==> src/rtl/jpeg_pkg.sv <==
// jpeg_pkg: shared JPEG marker constants and bit-packer state encoding
package jpeg_pkg;
  localparam int         JPEG_MAX_CODE_LEN  = 16;
  localparam logic [7:0] JPEG_STUFF_BYTE    = 8'h00;
  localparam logic [7:0] JPEG_MARKER_PREFIX = 8'hFF;
  localparam logic [7:0] JPEG_SOI           = 8'hD8;
  localparam logic [7:0] JPEG_EOI           = 8'hD9;
  typedef enum logic [1:0] {ST_RUN, ST_PAD, ST_DRAIN, ST_DONE} packer_state_t;
endpackage

==> src/rtl/jpeg_byte_stuffer.sv <==
// jpeg_byte_stuffer: output byte register with 0x00 insertion after each 0xFF
module jpeg_byte_stuffer
  import jpeg_pkg::*;
#(
  parameter bit STUFF_EN = 1'b1
) (
  input  logic       clock,
  input  logic       reset_n,
  input  logic       i_valid,
  input  logic [7:0] i_data,
  output logic       o_ready,
  output logic       o_byte_valid,
  input  logic       i_byte_ready,
  output logic [7:0] o_byte_data,
  output logic       o_stuff_pend
);
  logic       r_valid, r_pend;
  logic [7:0] r_data;
  logic       w_load;
  assign w_load       = !r_valid | i_byte_ready;
  assign o_ready      = w_load & !r_pend;
  assign o_byte_valid = r_valid;
  assign o_byte_data  = r_data;
  assign o_stuff_pend = r_pend;
  // a pending stuff byte takes the output slot before any new accumulator byte
  always_ff @(posedge clock or negedge reset_n)
    if (!reset_n) begin
      r_valid <= 1'b0;
      r_data  <= 8'h00;
      r_pend  <= 1'b0;
    end else if (w_load) begin
      if (r_pend) begin
        r_data  <= JPEG_STUFF_BYTE;
        r_valid <= 1'b1;
        r_pend  <= 1'b0;
      end else if (i_valid) begin
        r_data  <= i_data;
        r_valid <= 1'b1;
        r_pend  <= STUFF_EN && (i_data == JPEG_MARKER_PREFIX);
      end else begin
        r_valid <= 1'b0;
      end
    end
endmodule

==> src/rtl/jpeg_bit_packer.sv <==
// jpeg_bit_packer: packs right-aligned MSB-first Huffman codes into a stuffed
// JPEG byte stream, padding the final byte with 1s on flush
module jpeg_bit_packer
  import jpeg_pkg::*;
#(
  parameter int MAX_CODE_LEN = JPEG_MAX_CODE_LEN,
  parameter int ACC_W        = 32,
  parameter bit STUFF_EN     = 1'b1
) (
  input  logic                                 clock,
  input  logic                                 reset_n,
  input  logic                                 i_code_valid,
  output logic                                 o_code_ready,
  input  logic [MAX_CODE_LEN-1:0]              i_code_bits,
  input  logic [$clog2(MAX_CODE_LEN+1)-1:0]    i_code_len,
  input  logic                                 i_flush,
  output logic                                 o_byte_valid,
  input  logic                                 i_byte_ready,
  output logic [7:0]                           o_byte_data,
  output logic                                 o_flush_done,
  output logic                                 o_busy
);
  localparam int FW = $clog2(ACC_W + 1);
  localparam int LW = $clog2(MAX_CODE_LEN + 1);
  logic [ACC_W-1:0] r_acc;
  logic [FW-1:0]    r_fill;
  packer_state_t    r_state, w_state_nx;
  logic [LW-1:0]    w_clen;
  logic [FW-1:0]    w_app_len;
  logic [2:0]       w_pad;
  logic [ACC_W-1:0] w_mask, w_val;
  logic [7:0]       w_byte;
  logic             w_accept, w_have_byte, w_st_ready, w_take, w_stuff_pend, w_drained;
  assign o_code_ready = (r_state == ST_RUN) && (r_fill <= FW'(ACC_W - MAX_CODE_LEN));
  assign w_accept     = i_code_valid & o_code_ready;
  assign w_have_byte  = r_fill >= FW'(8);
  assign w_take       = w_have_byte & w_st_ready;
  // pad count wraps to 0 when already byte aligned
  assign w_pad        = 3'(3'd0 - r_fill[2:0]);
  assign w_byte       = 8'(r_acc >> (r_fill - FW'(8)));
  assign w_drained    = (r_fill == '0) && !w_stuff_pend && (!o_byte_valid || i_byte_ready);
  assign o_flush_done = r_state == ST_DONE;
  assign o_busy       = (r_fill != '0) | o_byte_valid | w_stuff_pend | (r_state != ST_RUN);
  always_comb begin
    w_clen    = (i_code_len > LW'(MAX_CODE_LEN)) ? LW'(MAX_CODE_LEN) : i_code_len;
    w_app_len = w_accept ? FW'(w_clen) : (r_state == ST_PAD) ? FW'(w_pad) : '0;
    w_mask    = (ACC_W'(1) << w_app_len) - ACC_W'(1);
    w_val     = w_accept ? (ACC_W'(i_code_bits) & w_mask) : w_mask;
  end
  always_comb begin
    w_state_nx = r_state;
    w_state_nx = (r_state == ST_RUN)   ? (i_flush ? ST_PAD : ST_RUN) :
                 (r_state == ST_PAD)   ? ST_DRAIN :
                 (r_state == ST_DRAIN) ? (w_drained ? ST_DONE : ST_DRAIN) : ST_RUN;
  end
  always_ff @(posedge clock or negedge reset_n)
    if (!reset_n) begin
      r_acc   <= '0;
      r_fill  <= '0;
      r_state <= ST_RUN;
    end else begin
      r_acc   <= (r_acc << w_app_len) | w_val;
      r_fill  <= r_fill + w_app_len - (w_take ? FW'(8) : FW'(0));
      r_state <= w_state_nx;
    end
  jpeg_byte_stuffer #(.STUFF_EN(STUFF_EN)) u_stuffer (
    .clock        (clock),
    .reset_n      (reset_n),
    .i_valid      (w_have_byte),
    .i_data       (w_byte),
    .o_ready      (w_st_ready),
    .o_byte_valid (o_byte_valid),
    .i_byte_ready (i_byte_ready),
    .o_byte_data  (o_byte_data),
    .o_stuff_pend (w_stuff_pend)
  );
endmodule

==> config.mk <==
export PLATFORM = sky130hd
export DESIGN_NAME = jpeg_bit_packer
export DESIGN_NICKNAME = d
export VERILOG_FILES = /design/src/rtl/jpeg_pkg.sv /design/src/rtl/jpeg_byte_stuffer.sv /design/src/rtl/jpeg_bit_packer.sv
export SDC_FILE = /design/constraint.sdc
export NUM_CORES = 1
export LEC_CHECK = 0
export CELL_PAD_IN_SITES_DETAIL_PLACEMENT = 0
export CELL_PAD_IN_SITES_GLOBAL_PLACEMENT = 1
export CORE_AREA = 4 4 116 140
export CTS_BUF_LIST = sky130_fd_sc_hd__clkbuf_4
export DETAILED_ROUTE_END_ITERATION = 12
export DIE_AREA = 0 0 120 144
export PLACE_DENSITY_LB_ADDON = 0.2
export SKIP_CTS_REPAIR_TIMING = 1
export SYNTH_ARGS = -nofsm -noshare
export SYNTH_HDL_FRONTEND = slang
export SYNTH_HIERARCHICAL = 1
export SYNTH_SLANG_ARGS = --single-unit
export TNS_END_PERCENT = 5
==> constraint.sdc <==
create_clock -name clock -period 10.9 [get_ports clock]
set_input_delay 1.635 -clock clock [delete_from_list [all_inputs] [get_ports clock]]
set_output_delay 1.635 -clock clock [all_outputs]
set_load 0.01 [all_outputs]
Word level (Yosys, flattened, before mapping)
Index checks and enable logic that the tools add are counted.

Add/subtract/negate cells: 5. Reductions and logical operators: 12. Equal/unequal tests: 4. Multiplexer cells: 16. Shift operators: 3. Bitwise gates (word level): 9. Magnitude comparators: 3.

Operators by type and width (count): $and A16 B32 Y32 (1); $mux W32 (1); $or A32 B32 Y32 (1); $shl A1 B5 Y32 const A (1); $shl A32 B5 Y32 (1); $shr A32 B6 Y8 (1); $sub A32 B2 Y32 const B (1); $mux W8 (2); $mux W5 (2); $eq A8 B8 Y1 const B (1); $add A6 B5 Y6 (1); $ge A6 B4 Y1 const B (1); $le A6 B5 Y1 const B (1); $logic_not A6 Y1 (1); $mux W1 (6); $mux W2 (3); $reduce_bool A6 Y1 (1); $sub A6 B4 Y6 (1); $sub A6 B4 Y6 const B (1); $gt A5 B5 Y1 const B (1); $eq A2 B2 Y1 const B (2); $mux W4 (1); $or A1 B1 Y1 (4); $reduce_bool A2 Y1 (2); 9 further kinds (14).

Flip-flop bits (word level): 50. Bits of input ports: 26. Logic and storage cells: 58. Output and inout port bits: 12.

Longest topological paths before layout
Gate-level depths: netlist of the first run.

Word-level depth: 9. Mapped depth: 20. Mapped depth without buffers: 13.

Modules after synthesis
The synthesis of the first run kept the hierarchy.

By module, submodules not included: jpeg_bit_packer (times used 1, seq. area each 1001.0 um^2, area each 5197.5 um^2, cells an instance 590); jpeg_byte_stuffer (times used 1, seq. area each 250.2 um^2, area each 493.0 um^2, cells an instance 50).

Worst setup path after synthesis of the first run
OpenSTA, ideal clock, no wires.

Path kind: input -> register. Start point: in i_code_valid. End point: reg r_acc[4]. Data arrival time: 4272 ps. Slack: 6502 ps. Setup time: 126 ps. Path buffers: 4. Data required time: 10774 ps. Cell stages on the path: 13. Path through: nand3b_1 o211a_1 or2_1 buf_6 inv_2 buf_2 buf_1 nand3_1 ha_1 clkbuf_1 a21oi_1 nor3_1 a221o_1.

Word-level cells in the longest chain between the ends: 7. Elaborated cells between the ends (all ways): 8. Those cells by class: add/sub: 1; shift: 2; mux: 2; bitwise: 3.

Ends and longest elaborated chain: start, declared (RTL line jpeg_bit_packer.sv:12) `input logic i_code_valid,`; $and A1 B1 Y1 * (RTL line jpeg_bit_packer.sv:35) `assign w_accept = i_code_valid & o_code_ready;`; $mux W5 (RTL line jpeg_bit_packer.sv:46) `w_app_len = w_accept ? FW'(w_clen) : (r_state == ST_PAD) ? FW'(w_pad) : '0;`; $shl A1 B5 Y32 (RTL line jpeg_bit_packer.sv:47) `w_mask = (ACC_W'(1) << w_app_len) - ACC_W'(1);`; $sub A32 B2 Y32 (RTL line jpeg_bit_packer.sv:47); $and A16 B32 Y32 (RTL line jpeg_bit_packer.sv:48) `w_val = w_accept ? (ACC_W'(i_code_bits) & w_mask) : w_mask;`; $mux W32 (RTL line jpeg_bit_packer.sv:48); $or A32 B32 Y32 * (RTL line jpeg_bit_packer.sv:62) `r_acc <= (r_acc << w_app_len) | w_val;`; end signal, assigned (RTL line jpeg_bit_packer.sv:62); end, declared (RTL line jpeg_bit_packer.sv:25) `logic [ACC_W-1:0] r_acc;`.

Every way passes the cells marked *; elsewhere a longest branch is shown, timed or not. A chain may end at the register's enable or synchronous reset.

Worst setup path in the final report of the first run
Start point: in i_code_valid. End point: reg r_acc[12].

Same word-level chain as after synthesis.

==> results.ini, run 1 <==
[global_routing]
grt_pass1_vias=5415
grt_max_degree=51
grt.overflow.total=0
grt_pass1_wl_mm=32.57
grtUsageTotal_pct=24.52
antenna_found_initial=1

[setup_path]
crit_path_start_kind=input port
cp.arrival_ns=5.70
r2r-start=r_fill[0]$_DFF_PN0_
crit_path_end_kind=flip-flop
startpoint=i_code_valid
cp_slowest_stage_delay_ns=0.80
cp_slowest_cell=nor2_1
path_cells=clkdlybuf4s50_1 > nand3b_1 > a22oi_1 > nand2_2 > nor2_1 > nand3_1 > ha_1 > and3_1 > o221ai_1 > o221ai_1
crit_top_cell=o221ai_1
crit_family=simple AND/OR/NAND/NOR gates
critical_path.max_fanout=32
cp.required_ns=11.21
critPathKind=in -> reg
path_buf_inv=1

[timing]
finalHoldViolations=0
setup_viol=0
timing.fmax_mhz=185.5
rsz0062_at_grt=false
worst_slack_ns=5.510
fin_crit_sh_pct=49.45
relSlewSlack_pct=36.48
finalMaxSlewViolations=0
tns_ns=0
finalClockSkew_ns=0.02277
period_minus_slack_ns=5.390
worstMarginPinSlew_ns=0.9492

[synthesis]
syn_nets=682
yosysUniqueCellTypes=78
synth_warnings=6
synth_cells=640
synthFlopType=dfrtp_1
synth_edf_count=0
yosysSeqAreaShare_pct=21.99
synth_area_sq_um=5690
synthArstFlopShare_pct=100.0
synth_area_per_cell_sq_um=8.891
synth-seq-cells=50

[floorplanning]
row_count=49
fp.dieW_um=120
core_area_sq_um=14900
start_util_pct=38.20
ios=38
die_area_sq_um=17280
fp.dieH_um=144

[status]
outcome=finished, final reports clean

[route]
routed_wl_mm=21.10
first_pass_iters=5
first_iter_violations=555
vias=5636
wire_per_inst_um=24.88
ant_nets=0
drc=0
viasPerCell=6.646

[hold_path]
hp-start=u_stuffer/o_byte_data[4]$_DFFE_PN0P_
min_path_type=reg -> reg

[layout]
register_area_sq_um=1251
nFillCells=1498
syn2layout_area_growth_pct=8.949
layout.nets=685
final_cell_mix=62 x mux2i_1, 55 x nand2_1, 50 x dfrtp_1
final_common_cell=mux2i_1
multi_input_area_sq_um=4108
drive_gt1_share_pct=12.75

[clock_network]
clockBufferDepth=2
htree_levels=2
cts_tree=done
clkTransAtPathRegs_ns=0.17
cts.sinks=50
cts_buffers=5
root_buffer=clkbuf_4
clk_latency_ns=0.44

[placement]
pre_cts_slack_ns=5.109
port_buffers=37
dp_hpwl_mm=15.24
routabilityCongestion=0.9139

[pwr]
p_leak_nw=2.312
ir_worst_vdd_v=0.0001136
cellPowerDensity_nw_per_um2=328.9
power.total_mw=2.039

[flow_run]
drv_cap=0

synthesized netlist by cell type, types with 3 or more instances:
| cell type | count | area, sq um |
|---|---|---|
| and2_1 | 3 | 18.77 |
| mux4_2 | 30 | 675.7 |
| nand3_1 | 28 | 140.1 |
| a211o_1 | 5 | 43.79 |
| o31ai_1 | 6 | 45.04 |
| nand2_1 | 55 | 206.5 |
| clkbuf_1 | 21 | 78.83 |
| buf_2 | 16 | 80.08 |
| a22oi_1 | 16 | 120.1 |
| a22o_1 | 4 | 35.03 |
| a31oi_1 | 6 | 37.54 |
| o21ai_0 | 44 | 220.2 |
| buf_4 | 4 | 30.03 |
| inv_1 | 15 | 56.30 |
| xnor2_1 | 7 | 61.31 |
| a21oi_1 | 32 | 160.2 |
| o2111ai_1 | 5 | 43.79 |
| buf_6 | 4 | 45.04 |
| a221oi_1 | 12 | 105.1 |
| o221ai_1 | 6 | 52.55 |
| nor2_1 | 43 | 161.4 |
| o211a_1 | 3 | 30.03 |
| mux2i_1 | 62 | 620.6 |
| a211oi_1 | 14 | 105.1 |
| mux2_2 | 12 | 135.1 |
| nand2b_1 | 3 | 18.77 |
| o22ai_1 | 5 | 31.28 |
| a221o_1 | 3 | 30.03 |
| buf_1 | 5 | 18.77 |
| nor3_1 | 12 | 60.06 |
| nor4_1 | 3 | 18.77 |
| o211ai_1 | 13 | 97.59 |
| nand4_1 | 5 | 31.28 |
| inv_2 | 3 | 11.26 |
| nor2b_1 | 11 | 68.82 |
| ha_1 | 15 | 187.7 |
| dfrtp_1 | 50 | 1251 |
| and3_1 | 7 | 43.79 |
logic make-up after synthesis:
| kind of cell | share of synthesized area (%) |
|---|---|
| adder cells (fa/ha/maj) | 3.650 |
| multiplexers | 25.15 |
| XOR/XNOR | 1.385 |
| flip-flops | 21.99 |
| buffers and inverters | 6.047 |
| AO/OA/AOI/OAI | 25.55 |
| AND/OR/NAND/NOR | 16.23 |
power by group:
group | total, mW | switching, mW | internal (mW) | leakage [nW]
clock network | 0.119 | 0.0725 | 0.0464 | 0.0387
logic | 1.47 | 0.827 | 0.647 | 1.71
registers | 0.446 | 0.176 | 0.270 | 0.560
registers in the layout, indices dropped and copies added (netlist names):
register / count
r_acc: 32
r_fill: 6
r_state: 2
u_stuffer/o_byte_data: 8
u_stuffer/o_byte_valid: 1
u_stuffer/o_stuff_pend: 1
cell type report:
cell class                 instances  area share, %
clock inverter                     2         0.5449
clock buffer                       5         0.6054
inverter                          19          1.150
timing repair buffer              47          7.104
tap                              204          4.117
antenna                            1        0.04036
sequential                        50          20.18
multi-input combinational        520          66.26
path summary, 6_finish.rpt:
path	to	cells past startpoint	slack, ns
min in group asynchronous	r_fill[3]$_DFF_PN0_	2	1.30
worst min-delay path	u_stuffer/o_byte_data[4]$_DFFE_PN0P_	2	0.52
max in group asynchronous	r_acc[19]$_DFF_PN0_	2	9.09
worst max register to register	r_acc[12]$_DFF_PN0_	12	5.62
worst max-delay path	r_acc[12]$_DFF_PN0_	10	5.51
worst min register to register	u_stuffer/o_byte_data[4]$_DFFE_PN0P_	2	0.52
layer usage:
layer / global-route usage (%) / share of wire [%] / vias to the layer above
met5: 0 / 0 / -
met4: 11.10 / 4.2 / 0
met3: 4.108 / 7.2 / 60
met2: 42.07 / 49 / 304
met1: 30.37 / 39 / 2781
li1: - / - / 2491
worst register-to-register path: cells and delay by family (launching register included):
kind	cells	cell delay (ns)
buffers and inverters	2	0.69
flip-flops	1	0.40
adder cells (fa/ha/maj)	2	0.74
AND/OR/NAND/NOR	5	2.48
AO/OA/AOI/OAI	3	0.85
per-stage QoR:
stage	instances	util, %	hold WS, ns	area, sq um
3_3_place_gp	840	41.12	0.4785	6126
4_1_cts	847	41.60	0.5281	6197
6_report	848	41.61	0.5167	6200
3_5_place_dp	840	41.12	0.4931	6126
2_1_floorplan	640	-	0.5017	5690
5_1_grt	848	41.61	0.5512	6200
(Power assumes the default switching activity.)
==> run 2: changes to the inputs <==
==> constraint.sdc (replaced) <==
create_clock -name clock -period 4.83 [get_ports clock]
set_input_delay 0.7245 -clock clock [delete_from_list [all_inputs] [get_ports clock]]
set_output_delay 0.7245 -clock clock [all_outputs]
set_load 0.01 [all_outputs]
==> results.ini, run 2 (synthesized netlist as in run 1, its figures left out) <==
[status]
outcome=finished, final reports clean

[clock_network]
htree_levels=2
root_buffer=clkbuf_4
clkTransAtPathRegs_ns=0.18
clk_latency_ns=0.44
clockBufferDepth=2
cts_tree=done
cts_buffers=5
cts.sinks=50

[route]
first_pass_iters=5
first_iter_violations=669
viasPerCell=6.617
drc=0
ant_nets=0
vias=5704
wire_per_inst_um=25.22
routed_wl_mm=21.74

[setup_path]
crit_family=simple AND/OR/NAND/NOR gates
cp.arrival_ns=4.28
r2r-end=r_acc[14]$_DFF_PN0_
path_buf_inv=4
crit_path_start_kind=flip-flop
cp.required_ns=5.15
crit_top_cell=buf_4
cp_slowest_stage_delay_ns=0.63
crit_path_end_kind=flip-flop
r2r_slack_ns=0.87
critPathKind=reg -> reg
path_cells=inv_1 > buf_4 > ha_1 > nor3b_1 > o2111ai_1 > nand2_2 > inv_2 > buf_4 > nor2_1 > a22oi_1 > a21oi_1 > o211ai_1
r2r-start=r_fill[0]$_DFF_PN0_
reg2reg_depth=12
critical_path.max_fanout=16
cp_slowest_cell=nor2_1

[placement]
dp_hpwl_mm=16.14
place_area_sq_um=6218
port_buffers=37
routabilityCongestion=0.9494

[timing]
worstMarginPinSlew_ns=0.8401
timing.fmax_mhz=252.7
finalHoldViolations=0
tns_ns=0
finalClockSkew_ns=0.01605
finalMaxSlewViolations=0
setup_viol=0
period_minus_slack_ns=3.957
rsz0062_at_grt=false
fin_crit_sh_pct=81.93
relSlewSlack_pct=43.56

[floorplanning]
ios=38
die_area_sq_um=17280
core_area_sq_um=14900
start_util_pct=38.20
fp.dieH_um=144
fp.dieW_um=120
row_count=49

[layout]
final_cell_mix=62 x mux2i_1, 55 x nand2_1, 50 x dfrtp_1
largest_reg_flops=32
layout.nets=698
syn2layout_area_growth_pct=10.77
final_common_cell=mux2i_1
largest_register=r_acc
final_area_sq_um=6304
drive_gt1_share_pct=14.61

[global_routing]
grt.overflow.total=0
antenna_found_initial=1
grt_max_degree=51
grt_pass1_wl_mm=33.73
grt_pass1_vias=5668
grtUsageTotal_pct=25.52

[pwr]
cellPowerDensity_nw_per_um2=744.0
p_leak_nw=2.376
ir_worst_vdd_v=0.0003360

[hold_path]
min_path_type=in -> async

[flow_run]
drv_cap=0

==> run 2: worst max path at each step <==
stage,start,endpoint,slack (ns),cells past startpoint
detailed placement,i_code_valid,r_acc[30]$_DFF_PN0_,0.85,11
CTS,r_fill[0]$_DFF_PN0_,r_acc[4]$_DFF_PN0_,0.97,12
global route,r_fill[0]$_DFF_PN0_,r_acc[4]$_DFF_PN0_,0.67,14
finish,r_fill[0]$_DFF_PN0_,r_acc[14]$_DFF_PN0_,0.87,12
global placement,i_code_valid,r_acc[4]$_DFF_PN0_,0.81,12
floorplan,r_fill[0]$_DFF_PN0_,r_acc[4]$_DFF_PN0_,0.65,18
==> run 2: metrics by stage <==
step                      power (mW)  utilization, %  setup WS [ns]  instances  hold WS, ns
final                          4.690           42.31         0.8727        862       0.3989
after global routing           5.039           42.31         0.6689        862       0.4370
after detailed placement       4.356           41.74         0.8535        853       0.5007
after CTS                      4.658           42.29         0.9698        861       0.4125
after floorplan                3.400               -         0.6452        640       0.4289
after global placement         4.307           41.74         0.8122        853       0.4826
==> run 2: power by group <==
part | total (mW) | internal (mW) | switching, mW
Sequential | 1.02 | 0.609 | 0.411
Combinational | 3.38 | 1.49 | 1.89
Clock | 0.291 | 0.115 | 0.176
Total | 4.69 | 2.22 | 2.47
==> run 2: cell type report <==
type / count / area, sq um
clock inverters: 2 / 37.54
clock buffers: 6 / 45.04
fillers: 1492 / 8594
flip-flops and latches: 50 / 1251
diodes: 1 / 2.502
inverters: 19 / 71.32
repair buffers: 60 / 538.0
well taps: 204 / 255.2
multi-input cells: 520 / 4103
==> run 2: worst register-to-register path: stages, from the launching register on <==
cell       delay (ns)
dfrtp_1          0.41
inv_1            0.06
buf_4            0.19
ha_1             0.24
nor3b_1          0.54
o2111ai_1        0.29
nand2_2          0.32
inv_2            0.19
buf_4            0.26
nor2_1           0.64
a22oi_1          0.38
a21oi_1          0.23
o211ai_1         0.10
==> run 2: routing by layer <==
metal	GRT usage, %	wire [um]	up-vias
met1	31.96	8659	2794
met2	42.78	10350	303
met5	0	0	-
met4	14.29	1299	0
li1	-	-	2524
met3	3.247	1434	83
==> run 3: changes to the inputs <==
==> constraint.sdc (replaced) <==
create_clock -name clock -period 4.1 [get_ports clock]
set_input_delay 0.615 -clock clock [delete_from_list [all_inputs] [get_ports clock]]
set_output_delay 0.615 -clock clock [all_outputs]
set_load 0.01 [all_outputs]
==> results.ini, run 3 (synthesized netlist as in run 1, its figures left out) <==
[timing]
finalHoldViolations=0
timing.fmax_mhz=269.2
finalClockSkew_ns=0.02435
worstMarginPinSlew_ns=0.7855
setup_viol=0
relSlewSlack_pct=47.44
rsz0062_at_grt=false
finalMaxSlewViolations=0
period_minus_slack_ns=3.714
tns_ns=0
fin_crit_sh_pct=90.59

[placement]
dp_hpwl_mm=16.21
port_buffers=37
routabilityCongestion=0.9421

[setup_path]
crit_path_end_kind=flip-flop
critPathKind=reg -> reg
crit_family=simple AND/OR/NAND/NOR gates
path_buf_inv=2
critical_path.max_fanout=14
cp_slowest_stage_delay_ns=0.56
startpoint=r_fill[1]$_DFF_PN0_
r2r-start=r_fill[1]$_DFF_PN0_
path_cells=inv_1 > ha_1 > or3b_1 > a211oi_4 > or2_1 > nor2_1 > buf_4 > nand3_1 > ha_1 > nand4_1 > nor2_1 > nor3_1 > a221o_1
cp.required_ns=4.43
r2r_slack_ns=0.39
cp_slowest_cell=or3b_1
cp.arrival_ns=4.05
crit_path_start_kind=flip-flop

[layout]
largest_reg_flops=32
register_area_sq_um=1251
largest_register=r_acc
nFillCells=1484
final_cell_mix=62 x mux2i_1, 55 x nand2_1, 50 x dfrtp_1
final_common_cell=mux2i_1
syn2layout_area_growth_pct=11.72
layout.nets=705
multi_input_area_sq_um=4103
drive_gt1_share_pct=15.23

[clock_network]
cts_buffers=5
root_buffer=clkbuf_4
cts_tree=done
clockBufferDepth=2
htree_levels=2
clkTransAtPathRegs_ns=0.17
clk_latency_ns=0.43
cts.sinks=50

[global_routing]
antenna_found_initial=1
grtUsageTotal_pct=25.39
grt_pass1_vias=5626
grt.overflow.total=0
grt_pass1_wl_mm=33.58
grt_max_degree=40

[pwr]
power.total_mw=5.570
p_leak_nw=2.408
ir_worst_vdd_v=0.0003729
cellPowerDensity_nw_per_um2=876.1

[route]
first_iter_violations=472
vias=5753
drc=0
ant_nets=0
wire_per_inst_um=25.25
viasPerCell=6.628
first_pass_iters=6
routed_wl_mm=21.92

[floorplanning]
row_count=49
die_area_sq_um=17280
ios=38
fp.dieW_um=120
start_util_pct=38.20
fp.dieH_um=144
core_area_sq_um=14900

[flow_run]
drv_cap=0

[hold_path]
min_path_type=in -> async

[status]
outcome=finished, final reports clean

## run 3: cell types whose count changed in the layout (fill, tap and decap cells not counted)
cell | before | now
buf_12 | 0 | 1
buf_4 | 23 | 29
clkbuf_4 | 6 | 5
clkinv_1 | 1 | 2
clkinvlp_4 | 1 | 0
## run 3: area by class of cell
| type | instances | share of cell area, % |
|---|---|---|
| diodes | 1 | 0.03936 |
| repair buffers | 67 | 9.486 |
| well taps | 204 | 4.015 |
| clock inverters | 2 | 0.5314 |
| flip-flops and latches | 50 | 19.68 |
| inverters | 19 | 1.122 |
| clock buffers | 5 | 0.5904 |
| multi-input cells | 520 | 64.53 |
## run 3: final timing paths
kind	endpoint	cells past startpoint
setup / recovery	r_acc[4]$_DFF_PN0_	13
hold / removal	r_fill[4]$_DFF_PN0_	1
setup reg to reg	r_acc[4]$_DFF_PN0_	13
hold reg to reg	u_stuffer/o_byte_data[4]$_DFFE_PN0P_	2
max in group asynchronous	r_acc[19]$_DFF_PN0_	2
min in group clock	u_stuffer/o_byte_data[4]$_DFFE_PN0P_	2
## run 3: routing by layer
layer  vias to the layer above  share of wire (%)  track usage [%]
met2                       299                 49            44.91
met3                        81                6.2            3.678
li1                       2534                  -                -
met1                      2839                 40            30.79
met5                         -                  0                0
met4                         0                4.7            11.22
## run 3: metrics by stage
step | setup WS [ns] | cells | util [%] | instance area [sq um] | hold slack, ns
after detailed placement | 0.3363 | 860 | 42.18 | 6284 | 0.4965
after global placement | 0.4452 | 860 | 42.18 | 6284 | 0.4811
after floorplan | 0.004316 | 640 | - | 5692 | 0.3194
after global routing | 0.09743 | 868 | 42.67 | 6357 | 0.1645
final | 0.3858 | 868 | 42.67 | 6357 | 0.1458
after CTS | 0.4257 | 867 | 42.66 | 6355 | 0.1487
## run 3: report_power, final
group / leakage, nW / switching (mW) / internal, mW / total [mW]
logic: 1.81 / 2.31 / 1.80 / 4.11
clock network: 0.0387 / 0.190 / 0.124 / 0.313
registers: 0.560 / 0.427 / 0.719 / 1.15
